$ cat src/rtl/tdc_pkg.sv
// tdc_pkg: FSM states, default widths and a sizing helper for the TDC readout controller
package tdc_pkg;
  typedef enum logic [1:0] {PLLRST, LOCKWAIT, TDCRST, RUN} tdc_state_e;
  localparam int BYTE_W = 8;
  localparam int DEF_BYTES_PER_HIT = 3;
  localparam int DEF_SEQ_W = 8;
  function automatic int max_int(input int a, input int b);
    return a > b ? a : b;
  endfunction
endpackage

$ cat src/rtl/tdc_byte_packer.sv
// tdc_byte_packer: assembles FIFO bytes into sequence-tagged hit words behind a valid/ready register
module tdc_byte_packer
  import tdc_pkg::*;
#(
  parameter int BYTES_PER_HIT = DEF_BYTES_PER_HIT,
  parameter int SEQ_W = DEF_SEQ_W
) (
  input  logic                                   clk,
  input  logic                                   rst,
  input  logic                                   flush_all,
  input  logic                                   flush_part,
  input  logic                                   en,
  input  logic                                   fifo_data_available,
  input  logic [BYTE_W-1:0]                      fifo_dout,
  output logic                                   read_fifo,
  input  logic                                   out_ready,
  output logic                                   out_valid,
  output logic [SEQ_W+BYTE_W*BYTES_PER_HIT-1:0]  out_data
);
  localparam int CW = $clog2(BYTES_PER_HIT + 1);
  localparam int WW = BYTE_W * BYTES_PER_HIT;
  localparam logic [CW-1:0] FULL = CW'(BYTES_PER_HIT);
  logic [CW-1:0] count, nxt_cnt;
  logic in_flight, flush, acc, done, load;
  logic [WW-1:0] shreg, nxt_sh;
  logic [SEQ_W-1:0] seq;
  assign flush = flush_all || flush_part;
  assign acc = out_valid && out_ready;
  assign nxt_cnt = count + CW'(in_flight);
  assign done = nxt_cnt == FULL;
  // the completing byte goes straight to the output register, so a read may overlap the load
  assign load = done && (!out_valid || out_ready) && !flush;
  assign read_fifo = en && fifo_data_available && (nxt_cnt < FULL || load);
  always_comb begin
    nxt_sh = shreg;
    if (in_flight) nxt_sh[BYTE_W*(BYTES_PER_HIT-1-int'(count)) +: BYTE_W] = fifo_dout;
  end
  always_ff @(posedge clk)
    if (rst) begin
      count <= '0;
      in_flight <= 1'b0;
      shreg <= '0;
      seq <= '0;
      out_valid <= 1'b0;
      out_data <= '0;
    end else begin
      if (acc) seq <= seq + SEQ_W'(1);
      in_flight <= read_fifo && !flush;
      count <= (flush || load) ? '0 : nxt_cnt;
      shreg <= nxt_sh;
      if (load) out_data <= {seq + SEQ_W'(acc), nxt_sh};
      out_valid <= load || (out_valid && !acc && !flush_all);
    end
endmodule

$ cat src/rtl/tdc_readout_ctrl.sv
// tdc_readout_ctrl: sequences PLL/TDC bring-up, then drains the TDC byte FIFO into framed hit words
module tdc_readout_ctrl
  import tdc_pkg::*;
#(
  parameter int BYTES_PER_HIT = DEF_BYTES_PER_HIT,
  parameter int PLL_RST_CYCLES = 16,
  parameter int TDC_RST_CYCLES = 64,
  parameter int SEQ_W = DEF_SEQ_W
) (
  input  logic                                   SYSCLK,
  input  logic                                   RESET,
  input  logic                                   restart,
  input  logic                                   pll_locked,
  input  logic                                   hitskip_cfg,
  output logic                                   resetpll_out,
  output logic                                   tdc_reset_out,
  output logic                                   enableHitskip_out,
  input  logic                                   fifo_data_available,
  output logic                                   read_fifo,
  input  logic [BYTE_W-1:0]                      fifo_dout,
  output logic [SEQ_W+BYTE_W*BYTES_PER_HIT-1:0]  out_data,
  output logic                                   out_valid,
  input  logic                                   out_ready,
  output logic                                   running
);
  localparam int TW = $clog2(max_int(PLL_RST_CYCLES, TDC_RST_CYCLES) + 1);
  tdc_state_e state;
  logic [TW-1:0] cnt;
  logic lost;
  assign lost = !pll_locked && (state == TDCRST || state == RUN);
  assign enableHitskip_out = running && hitskip_cfg;
  always_ff @(posedge SYSCLK)
    if (RESET || restart) begin
      state <= PLLRST;
      cnt <= '0;
      resetpll_out <= 1'b1;
      tdc_reset_out <= 1'b1;
      running <= 1'b0;
    end else if (lost) begin
      state <= LOCKWAIT;
      cnt <= '0;
      tdc_reset_out <= 1'b1;
      running <= 1'b0;
    end else
      case (state)
        PLLRST:
          if (cnt == TW'(PLL_RST_CYCLES - 1)) begin
            state <= LOCKWAIT;
            cnt <= '0;
            resetpll_out <= 1'b0;
          end else cnt <= cnt + TW'(1);
        LOCKWAIT: if (pll_locked) state <= TDCRST;
        TDCRST:
          if (cnt == TW'(TDC_RST_CYCLES)) begin
            state <= RUN;
            cnt <= '0;
            tdc_reset_out <= 1'b0;
            running <= 1'b1;
          end else cnt <= cnt + TW'(1);
        default: ;
      endcase
  tdc_byte_packer #(.BYTES_PER_HIT(BYTES_PER_HIT), .SEQ_W(SEQ_W)) u_packer (
    .clk(SYSCLK),
    .rst(RESET),
    .flush_all(restart),
    .flush_part(lost),
    .en(running),
    .fifo_data_available(fifo_data_available),
    .fifo_dout(fifo_dout),
    .read_fifo(read_fifo),
    .out_ready(out_ready),
    .out_valid(out_valid),
    .out_data(out_data)
  );
endmodule

$ cat config.mk
export PLATFORM = sky130hd
export DESIGN_NAME = tdc_readout_ctrl
export DESIGN_NICKNAME = d
export VERILOG_FILES = /design/src/rtl/tdc_pkg.sv /design/src/rtl/tdc_byte_packer.sv /design/src/rtl/tdc_readout_ctrl.sv
export SDC_FILE = /design/constraint.sdc
export NUM_CORES = 1
export LEC_CHECK = 0
export ABC_CLOCK_PERIOD_IN_PS = 2100
export CAP_MARGIN = 40
export CORE_MARGIN = 8
export CORE_UTILIZATION = 43
export CTS_CLUSTER_DIAMETER = 200
export DETAILED_ROUTE_END_ITERATION = 16
export PLACE_DENSITY_LB_ADDON = 0.3
export SLEW_MARGIN = 10
export SYNTH_ARGS = -nofsm -noshare
export SYNTH_HDL_FRONTEND = slang
export SYNTH_SLANG_ARGS = --single-unit
$ cat constraint.sdc
create_clock -name SYSCLK -period 2.1 [get_ports SYSCLK]
set_clock_uncertainty 0.1 [all_clocks]
set_input_delay 0.21 -clock SYSCLK [delete_from_list [all_inputs] [get_ports SYSCLK]]
set_output_delay 0.21 -clock SYSCLK [all_outputs]
set_load 0.05 [all_outputs]
## Yosys cells after proc, flatten, opt, wreduce, memory -nomap -nowiden

Index checks and enable logic that the tools add are counted.

| word-level totals | value |
|---|---|
| latch bits | 0 |
| memories kept | 0 |
| bits in read-only memories | 0 |
| bits of input ports | 15 |
| memory bits (writable) | 0 |
| flip-flop bits (word level) | 80 |

| operators by class | value |
|---|---|
| muxes and demuxes | 10 |
| reduce and logical (&&, ||, !) cells | 32 |
| shifts and indexed selects | 2 |
| eq/ne operators | 12 |
| $add $sub $neg | 6 |
| bitwise gates (word level) | 1 |
| order comparisons | 1 |
| $mul | 0 |
| divide/modulo/power cells | 0 |

Operators by type and width:

| kind | number |
|---|---|
| negation 32 -> 33 bit | 1 |
| variable shift 8 x 33 -> 24 bit, first input constant | 1 |
| indexed part select 8 x 33 -> 24 bit | 1 |
| bitwise mux 24 bit | 1 |
| two-way mux 24 bit | 1 |
| two-way mux 7 bit | 2 |
| case mux 7 bit (2 select lines) | 1 |
| logical AND 1 bit | 10 |
| adder 8 x 1 -> 8 bit | 1 |
| adder 8 x 1 -> 8 bit, second input constant | 1 |
| AND reduction 4 bit | 2 |
| adder 7 x 1 -> 7 bit, second input constant | 1 |
| == test 7 x 4 -> 1 bit, second input constant | 1 |
| == test 7 bit, second input constant | 1 |
| logical OR 1 bit | 7 |
| == test 2 bit, second input constant | 3 |
| two-way mux 2 bit | 3 |
| inequality test 3 x 2 -> 1 bit, second input constant | 2 |
| case mux 2 bit (3 select lines) | 1 |
| logical NOT 1 bit | 5 |
| inequality test 2 bit, second input constant | 2 |
| nonzero test 4 bit | 1 |
| OR reduction 2 bit | 2 |
| inequality test 3 x 1 -> 1 bit, second input constant | 1 |
| other kinds (12) | 12 |

## Depth between registers and ports, before layout

Gate-level depths: netlist of run 1.

| depth | value |
|---|---|
| depth after elaboration | 9 |
| gate-level depth with buffers | 8 |

## Cells and area by module

From an unflattened synthesis of run 1, not the netlist that was laid out.

| second synthesis, totals | value |
|---|---|
| cell total of the unflattened synthesis | 351 |
| area total of the unflattened synthesis | 3482.1 sq um |

By module, submodules not included:

| module | area an instance (sq um) | cells an instance | seq. area each (sq um) | instances |
|---|---|---|---|---|
| tdc_byte_packer | 2792.7 | 272 | 1361.3 | 1 |
| tdc_readout_ctrl | 689.4 | 79 | 240.2 | 1 |

## Worst setup path after synthesis of run 1

No wires, ideal clock.

| timing path | value |
|---|---|
| kind | register to output |
| start | reg u_packer.count[0] |
| end | out read_fifo |
| buffers on the path | 1 |
| cell stages (with the launch flop) | 7 |
| required time | 1.790 ns |
| arrival time | 2.105 ns |
| path slack | -0.315 ns |
| cells stage by stage | dfxtp_1 ha_1 xor2_2 and3_1 buf_6 nand2_1 a31oi_1 |

| between the ends | value |
|---|---|
| longest elaborated chain between the ends | 6 |

RTL lines:

| what | RTL line | RTL |
|---|---|---|
| start: declaration | tdc_byte_packer.sv:23 | `logic [CW-1:0] count, nxt_cnt;` |
| start signal: assignment | tdc_byte_packer.sv:49 | `count <= (flush \|\| load) ? '0 : nxt_cnt;` |
| adder 2 x 1 -> 2 bit * | tdc_byte_packer.sv:29 | `assign nxt_cnt = count + CW'(in_flight);` |
| == test 2 bit | tdc_byte_packer.sv:30 | `assign done = nxt_cnt == FULL;` |
| logical AND 1 bit (2 in series) | tdc_byte_packer.sv:32 | `assign load = done && (!out_valid \|\| out_ready) && !flush;` |
| logical OR 1 bit * | tdc_byte_packer.sv:33 | `assign read_fifo = en && fifo_data_available && (nxt_cnt < FULL \|\| load);` |
| logical AND 1 bit * | tdc_byte_packer.sv:33 |  |
| end: declaration | tdc_readout_ctrl.sv:19 | `output logic read_fifo,` |

Every way passes the cells marked *; elsewhere a longest branch is shown, timed or not.

## Worst setup path in the final report of run 1

Ends and elaborated chain as after synthesis.

==> results.ini, run 1 <==
[floorplanning]
die-width_um=108
core_region_area_um2=8220
start_util_pct=44.2
die_y_um=108
fp-row-count=33
die_area_um2=11600
ios=53

[timing]
final_hold_viol_count=0
tightest_slew_ns=0.518
hold_slack_ns=0.191
fmax_mhz=486
final-max-slew-violation-count=0
fin_crit_ns=2.06
slew_headroom_pct=65.4
period_share_pct=97.9
setup_ws_ns=0.0438
finalSetupViolCount=0

[min_path]
hold_class=in -> reg
hold_end=u_packer.seq[7]
hp-start=RESET
hold_depth=2

[global_routing]
busiest_layer=met2
track_usage_pct=14.9
antenna_found_initial=0
grt_use_met2_pct=23.5
grt_pass1_wl_um=13800
grt_overflow=0
grt_util_met1_pct=18.3
grt_pass1_vias=2825
grt_max_degree=51
met3_usage_pct=5.09

[setup_path]
crit_type=reg -> out
worstPathArrival_ns=1.75
required_ns=1.79
cp_top_family=flip-flops
crit_slowest_cell=dfxtp_4
reg2reg_depth=7
crit_buf_inv=1
path_cells=ha_4, xor2_2, and3_4, nand2_2, a31oi_4, buf_12
slowest_delay_ns=0.38
worst-path-stages=6
regToRegSetupSlack_ns=0.18
timing.rr.start=state[0]
critPathLaunchType=register
crit_fanout=4
crit_path_end_kind=output pin
r2r-end=cnt[6]

[yosys]
postSynthAreaPerCell_um2=10.0
yosysMostFrequentCell=dfxtp_1
yosysTopAreaCell=dfxtp_1
syn_nets=393
synthTopCellsByCount=80 x dfxtp_1, 42 x nor2_1, 28 x a211oi_2
yosys.area.top_type_share_pct=44.1
yosysSeqAreaShare_pct=44.1
synthCells=362
ys_ff_latch=80
yosys_warnings=0
yosys_most_used_dff=dfxtp_1
yosys.cell_types.count=50
synth_area_um2=3630
synth_area_leaders=dfxtp_1 44%, a211oi_2 9.6%, ha_1 5.5%, a22oi_1 5.0%, nor2_1 4.3%
async_flop_share_pct=0
synth-edff-count=0

[power_and_ir_drop]
pwr-share-comb_pct=3.9
ir_worst_vdd_mv=0.349
sw_frac_of_total_pct=23.5
power.internal_mw=2.14
seqPwrFrac_pct=54.2
powerDensity_nw_per_um2=605
switching_power_mw=0.657
p_leak_nw=1.57
pwr-share-clk_pct=42.0

[finish]
drive_gt1_share_pct=24.5
n_antenna_cell=0
layout.nets=455
syn_to_final_growth_pct=27.1

[clocking]
path_clk_slew_ns=0.08
cts_tree=built
clk_path_buf_depth=2
ctsHoldBuffers=0
cts_root_buffer=clkbuf_8
cts_num_sinks=80
clk_latency_ns=0.36
cts-htree-levels=3
cts_buffers=9

[placement]
dp_hpwl_um=5710
gp_congestion=0.787
io_buffers=52
pre_cts_ws_ns=0.0439

[route]
firstDrtPassIters=4
ant_nets=0
drt-initial-drc-count=103
vias_per_cell=5.30
route.vias.total=2831
drc=0
wl_per_cell_um=15.8
totalWireLength_um=8420

[run]
drv_cap=0

[outcome]
status=complete, no violations

-- cell type report --
type                            count  area [um^2]
Tap cell                          105          131
Sequential cell                    80         1620
Clock inverter                      6         66.3
Multi-Input combinational cell    250         1920
Inverter                           10         40.0
Timing Repair Buffer               73          706
Fill cell                         724         3600
Clock buffer                       10          138
-- worst max path at each step --
stage,startpoint,end,slack [ns]
5_1_grt,state[0],read_fifo,-0.02
2_1_floorplan,u_packer.count[0],read_fifo,0.03
6_report,u_packer.count[0],read_fifo,0.04
3_3_place_gp,u_packer.count[0],u_packer.out_data[0],0.11
3_5_place_dp,u_packer.count[1],u_packer.out_data[11],0.04
4_1_cts,u_packer.count[0],read_fifo,0.0003
-- state kept, by name (all words and copies together) (netlist names) --
register and flops:
running 1, tdc_reset_out 1, u_packer.in_flight 1, u_packer.out_valid 1, u_packer.count 2, resetpll_out 1
u_packer.shreg 24, state 2, u_packer.out_data 32, u_packer.seq 8, cnt 7
-- cells by family (layout without fill, tap and decap cells) --
logic type	count (synthesis)	after routing	share of synthesized area, %
mux	3	3	0.861
fa+ha+maj	16	16	5.51
simple gates	100	100	13.6
xor+xnor	19	19	4.79
compound gates	112	112	25.6
buf+inv	32	99	5.54
flops	80	80	44.1
-- power groups by stage --
stage	registers [mW]	logic (mW)	clock network (mW)
2_1_floorplan	1.55	0.0495	0
3_3_place_gp	1.55	0.108	0
3_5_place_dp	1.55	0.107	0
4_1_cts	1.52	0.108	1.20
5_1_grt	1.51	0.118	1.26
6_report	1.51	0.109	1.17
-- metrics by stage --
step	cell area, um^2	util (%)	total power [mW]	cells	setup TNS [ns]
after floorplan	3650	-	1.60	362	0
after global placement	4280	52.1	1.66	512	0
after detailed placement	4280	52.1	1.66	512	0
after CTS	4520	55.0	2.82	529	0
after global routing	4620	56.2	2.90	534	-0.0210
final	4620	56.2	2.79	534	0
-- per-layer routing --
metal	wire length, um	part of all wire (%)	vias to the layer above
met3	417	5.0	10
met5	0	0	-
li1	-	-	1417
met1	3840	46	1362
met2	4030	48	42
met4	135	1.6	0
-- cell usage in the layout (no fill, tap or decap), types with 2 or more instances in the layout --
master,instances
nand2b_1,2
xnor2_1,11
clkinv_4,2
xor2_2,2
clkdlybuf4s50_1,49
nand3_1,11
inv_1,9
nor3_4,2
nand2_2,2
dfxtp_4,4
a22oi_1,24
buf_12,3
ha_4,3
nor2_1,41
nand2_1,20
o21ai_0,8
and3_1,4
a211oi_1,2
a211oi_2,28
a21oi_2,13
o211ai_1,2
nor3_1,4
clkinv_2,2
or3_1,4
ha_1,13
mux2i_1,2
xor2_1,6
dfxtp_1,76
nor2_4,2
buf_4,20
clkbuf_8,10
a21oi_1,25
-- what timing repair did --
item                                   4_1_cts  5_1_grt
resized for setup                            7       16
setup buffers                                1        5
pin swaps                                    1        7
endpoints found under the hold margin        0        0
setup endpoints to repair                    1       22
Power figures use the tool's default switching activity.
==> run 2: changes to the inputs <==
--- a/config.mk
+++ b/config.mk
@@ -8,7 +8,7 @@
 export ABC_CLOCK_PERIOD_IN_PS = 2100
 export CAP_MARGIN = 40
 export CORE_MARGIN = 8
-export CORE_UTILIZATION = 43
+export CORE_UTILIZATION = 35
 export CTS_CLUSTER_DIAMETER = 200
 export DETAILED_ROUTE_END_ITERATION = 16
 export PLACE_DENSITY_LB_ADDON = 0.3
==> run 2 against run 1 <==
  * Power fell by 0.42%
  * Critical path depth unchanged
  * Count of clock-buffer cells in the layout down 1
  * Maximum frequency rose by 0.47%
  * Largest cell class unchanged
==> results.ini, run 2 (synthesis gave the netlist of run 1 again) <==
[outcome]
status=complete, no violations  ; unchanged

[floorplanning]
start_util_pct=35.7  ; was 44.2%
ios=53  ; unchanged
die_area_um2=13900  ; was 11,600 um^2
core_region_area_um2=10200  ; was 8220 um^2
fp-row-count=37  ; was 33
die_y_um=118  ; was 108 um
die-width_um=118  ; was 108 um

[clocking]
clk_path_buf_depth=2  ; unchanged
clk_latency_ns=0.35  ; was 0.36 ns
cts-htree-levels=3  ; unchanged
cts_buffers=9  ; unchanged
path_clk_slew_ns=0.08  ; about the same
cts_tree=built  ; unchanged
ctsHoldBuffers=0  ; unchanged
cts_num_sinks=80  ; unchanged
cts_root_buffer=clkbuf_8  ; unchanged

[setup_path]
crit_buf_inv=1  ; unchanged
crit_slowest_cell=dfxtp_4  ; unchanged
worstPathArrival_ns=1.74  ; was 1.75 ns
required_ns=1.79  ; about the same
cp_top_family=flip-flops  ; unchanged
crit_type=reg -> out  ; unchanged
reg2reg_depth=6  ; was 7
crit_path_end_kind=output pin  ; unchanged
slowest_delay_ns=0.37  ; was 0.38 ns
timing.rr.start=u_packer.count[0]  ; was state[0]
path_cells=ha_4, xor2_2, and3_4, nand2_2, a31oi_4, buf_12  ; unchanged
crit_fanout=3  ; was 4
r2r-end=u_packer.out_data[0]  ; was cnt[6]
critPathLaunchType=register  ; unchanged
regToRegSetupSlack_ns=0.21  ; was 0.18 ns

[timing]
period_share_pct=97.5  ; was 97.9%
fin_crit_ns=2.05  ; was 2.06 ns
tightest_slew_ns=0.519  ; was 0.518 ns
tns_ns=0  ; unchanged
finalSetupViolCount=0  ; unchanged
slew_headroom_pct=65.3  ; was 65.4%
final_hold_viol_count=0  ; unchanged
final-max-slew-violation-count=0  ; unchanged
fmax_mhz=489  ; was 486 MHz

[min_path]
hold_class=in -> reg  ; unchanged
hold_depth=3  ; was 2
hold_end=tdc_reset_out  ; was u_packer.seq[7]
hp-start=RESET  ; unchanged

[route]
vias_per_cell=5.01  ; was 5.30
firstDrtPassIters=4  ; unchanged
ant_nets=0  ; unchanged
route.vias.total=2838  ; was 2,831
drt-initial-drc-count=130  ; was 103
wl_per_cell_um=15.1  ; was 15.8 um
totalWireLength_um=8550  ; was 8420 um
drc=0  ; unchanged

[finish]
layout_common_cells=77 x dfxtp_1, 49 x clkdlybuf4s50_1, 41 x nor2_1  ; was 76 x dfxtp_1, 49 x clkdlybuf4s50_1, 41 x nor2_1
layout.nets=456  ; was 455
drive_gt1_share_pct=24.4  ; was 24.5%
syn_to_final_growth_pct=27.7  ; was 27.1%
n_antenna_cell=0  ; unchanged
largest_register_ffs=32  ; unchanged
fin_cells=566  ; was 534
largest-register=u_packer.out_data  ; unchanged
multi_input_area_um2=1890  ; was 1920 um^2
seqCellArea_um2=1610  ; was 1620 um^2
mostFrequentLayoutCell=dfxtp_1  ; unchanged
n_fill_cell=974  ; was 724
reg_top3=u_packer.out_data x32, u_packer.shreg x24, u_packer.seq x8  ; unchanged

[run]
drv_cap=0  ; unchanged

[placement]
io_buffers=52  ; unchanged
dp_hpwl_um=5860  ; was 5710 um
gp_congestion=0.806  ; was 0.787
dpl.cell_count=542  ; was 512

[global_routing]
grt_pass1_wl_um=14300  ; was 13,800 um
grt_overflow=0  ; unchanged
grt_max_degree=65  ; was 51
grt_pass1_vias=2835  ; was 2,825
antenna_found_initial=0  ; unchanged
track_usage_pct=12.5  ; was 14.9%

[power_and_ir_drop]
p_leak_nw=1.58  ; was 1.57 nW
ir_worst_vdd_mv=0.381  ; was 0.349 mV
powerDensity_nw_per_um2=600  ; was 605 nW/um^2

## run 2: metrics by stage
step	power, mW	hold slack, ns	instance area [um^2]	util (%)	worst slack [ns]
after floorplan	1.60	0.215	3650	-	0.0250
after global placement	1.66	0.338	4330	42.5	0.118
after detailed placement	1.66	0.338	4330	42.5	0.0621
after CTS	2.83	0.100	4570	44.9	0.00939
after global routing	2.89	0.128	4640	45.6	-0.0425
final	2.78	0.119	4640	45.6	0.0534
## run 2: worst max path at each step
stage	startpoint	to	slack, ns	depth (start not counted)
after global routing	u_packer.count[0]	read_fifo	-0.04	6
after CTS	state[0]	read_fifo	0.009	7
after detailed placement	u_packer.count[0]	u_packer.out_data[0]	0.06	6
after global placement	u_packer.count[0]	u_packer.out_data[1]	0.12	6
final	u_packer.in_flight	read_fifo	0.05	6
after floorplan	u_packer.count[0]	read_fifo	0.03	6
## run 2: report_power, final
group | leakage, nW | switching [mW] | internal [mW]
clock network | 0.104 | 0.596 | 0.562
logic | 0.826 | 0.0693 | 0.0416
registers | 0.647 | 0.00158 | 1.51
## run 2: layout make-up
type                            instances  share of cell area (%)
Clock inverter                          7                    1.70
Clock buffer                            9                    2.67
Timing Repair Buffer                   74                    15.6
Inverter                               10                   0.809
Multi-Input combinational cell        250                    40.8
Tap cell                              136                    3.67
Sequential cell                        80                    34.8
## run 2: what timing repair did
action                                  CTS  global route
endpoints found under the setup margin    1             9
setup buffers                             2             6
gates resized for setup                   9             7
pin swaps                                 2             5
## run 2: layer usage
metal	track usage [%]	vias to the layer above	wire, um
met5	0	-	0
met4	3.36	0	78
met3	3.65	8	337
met2	21.3	58	4220
met1	15.0	1353	3910
li1	-	1419	-
## run 2: worst register-to-register path: stages, from the launching register on
cell and delay, ns:
dfxtp_4 0.37, inv_1 0.07, ha_1 0.23, xor2_2 0.27, and4bb_2 0.39, a22oi_1 0.12, a211oi_1 0.25
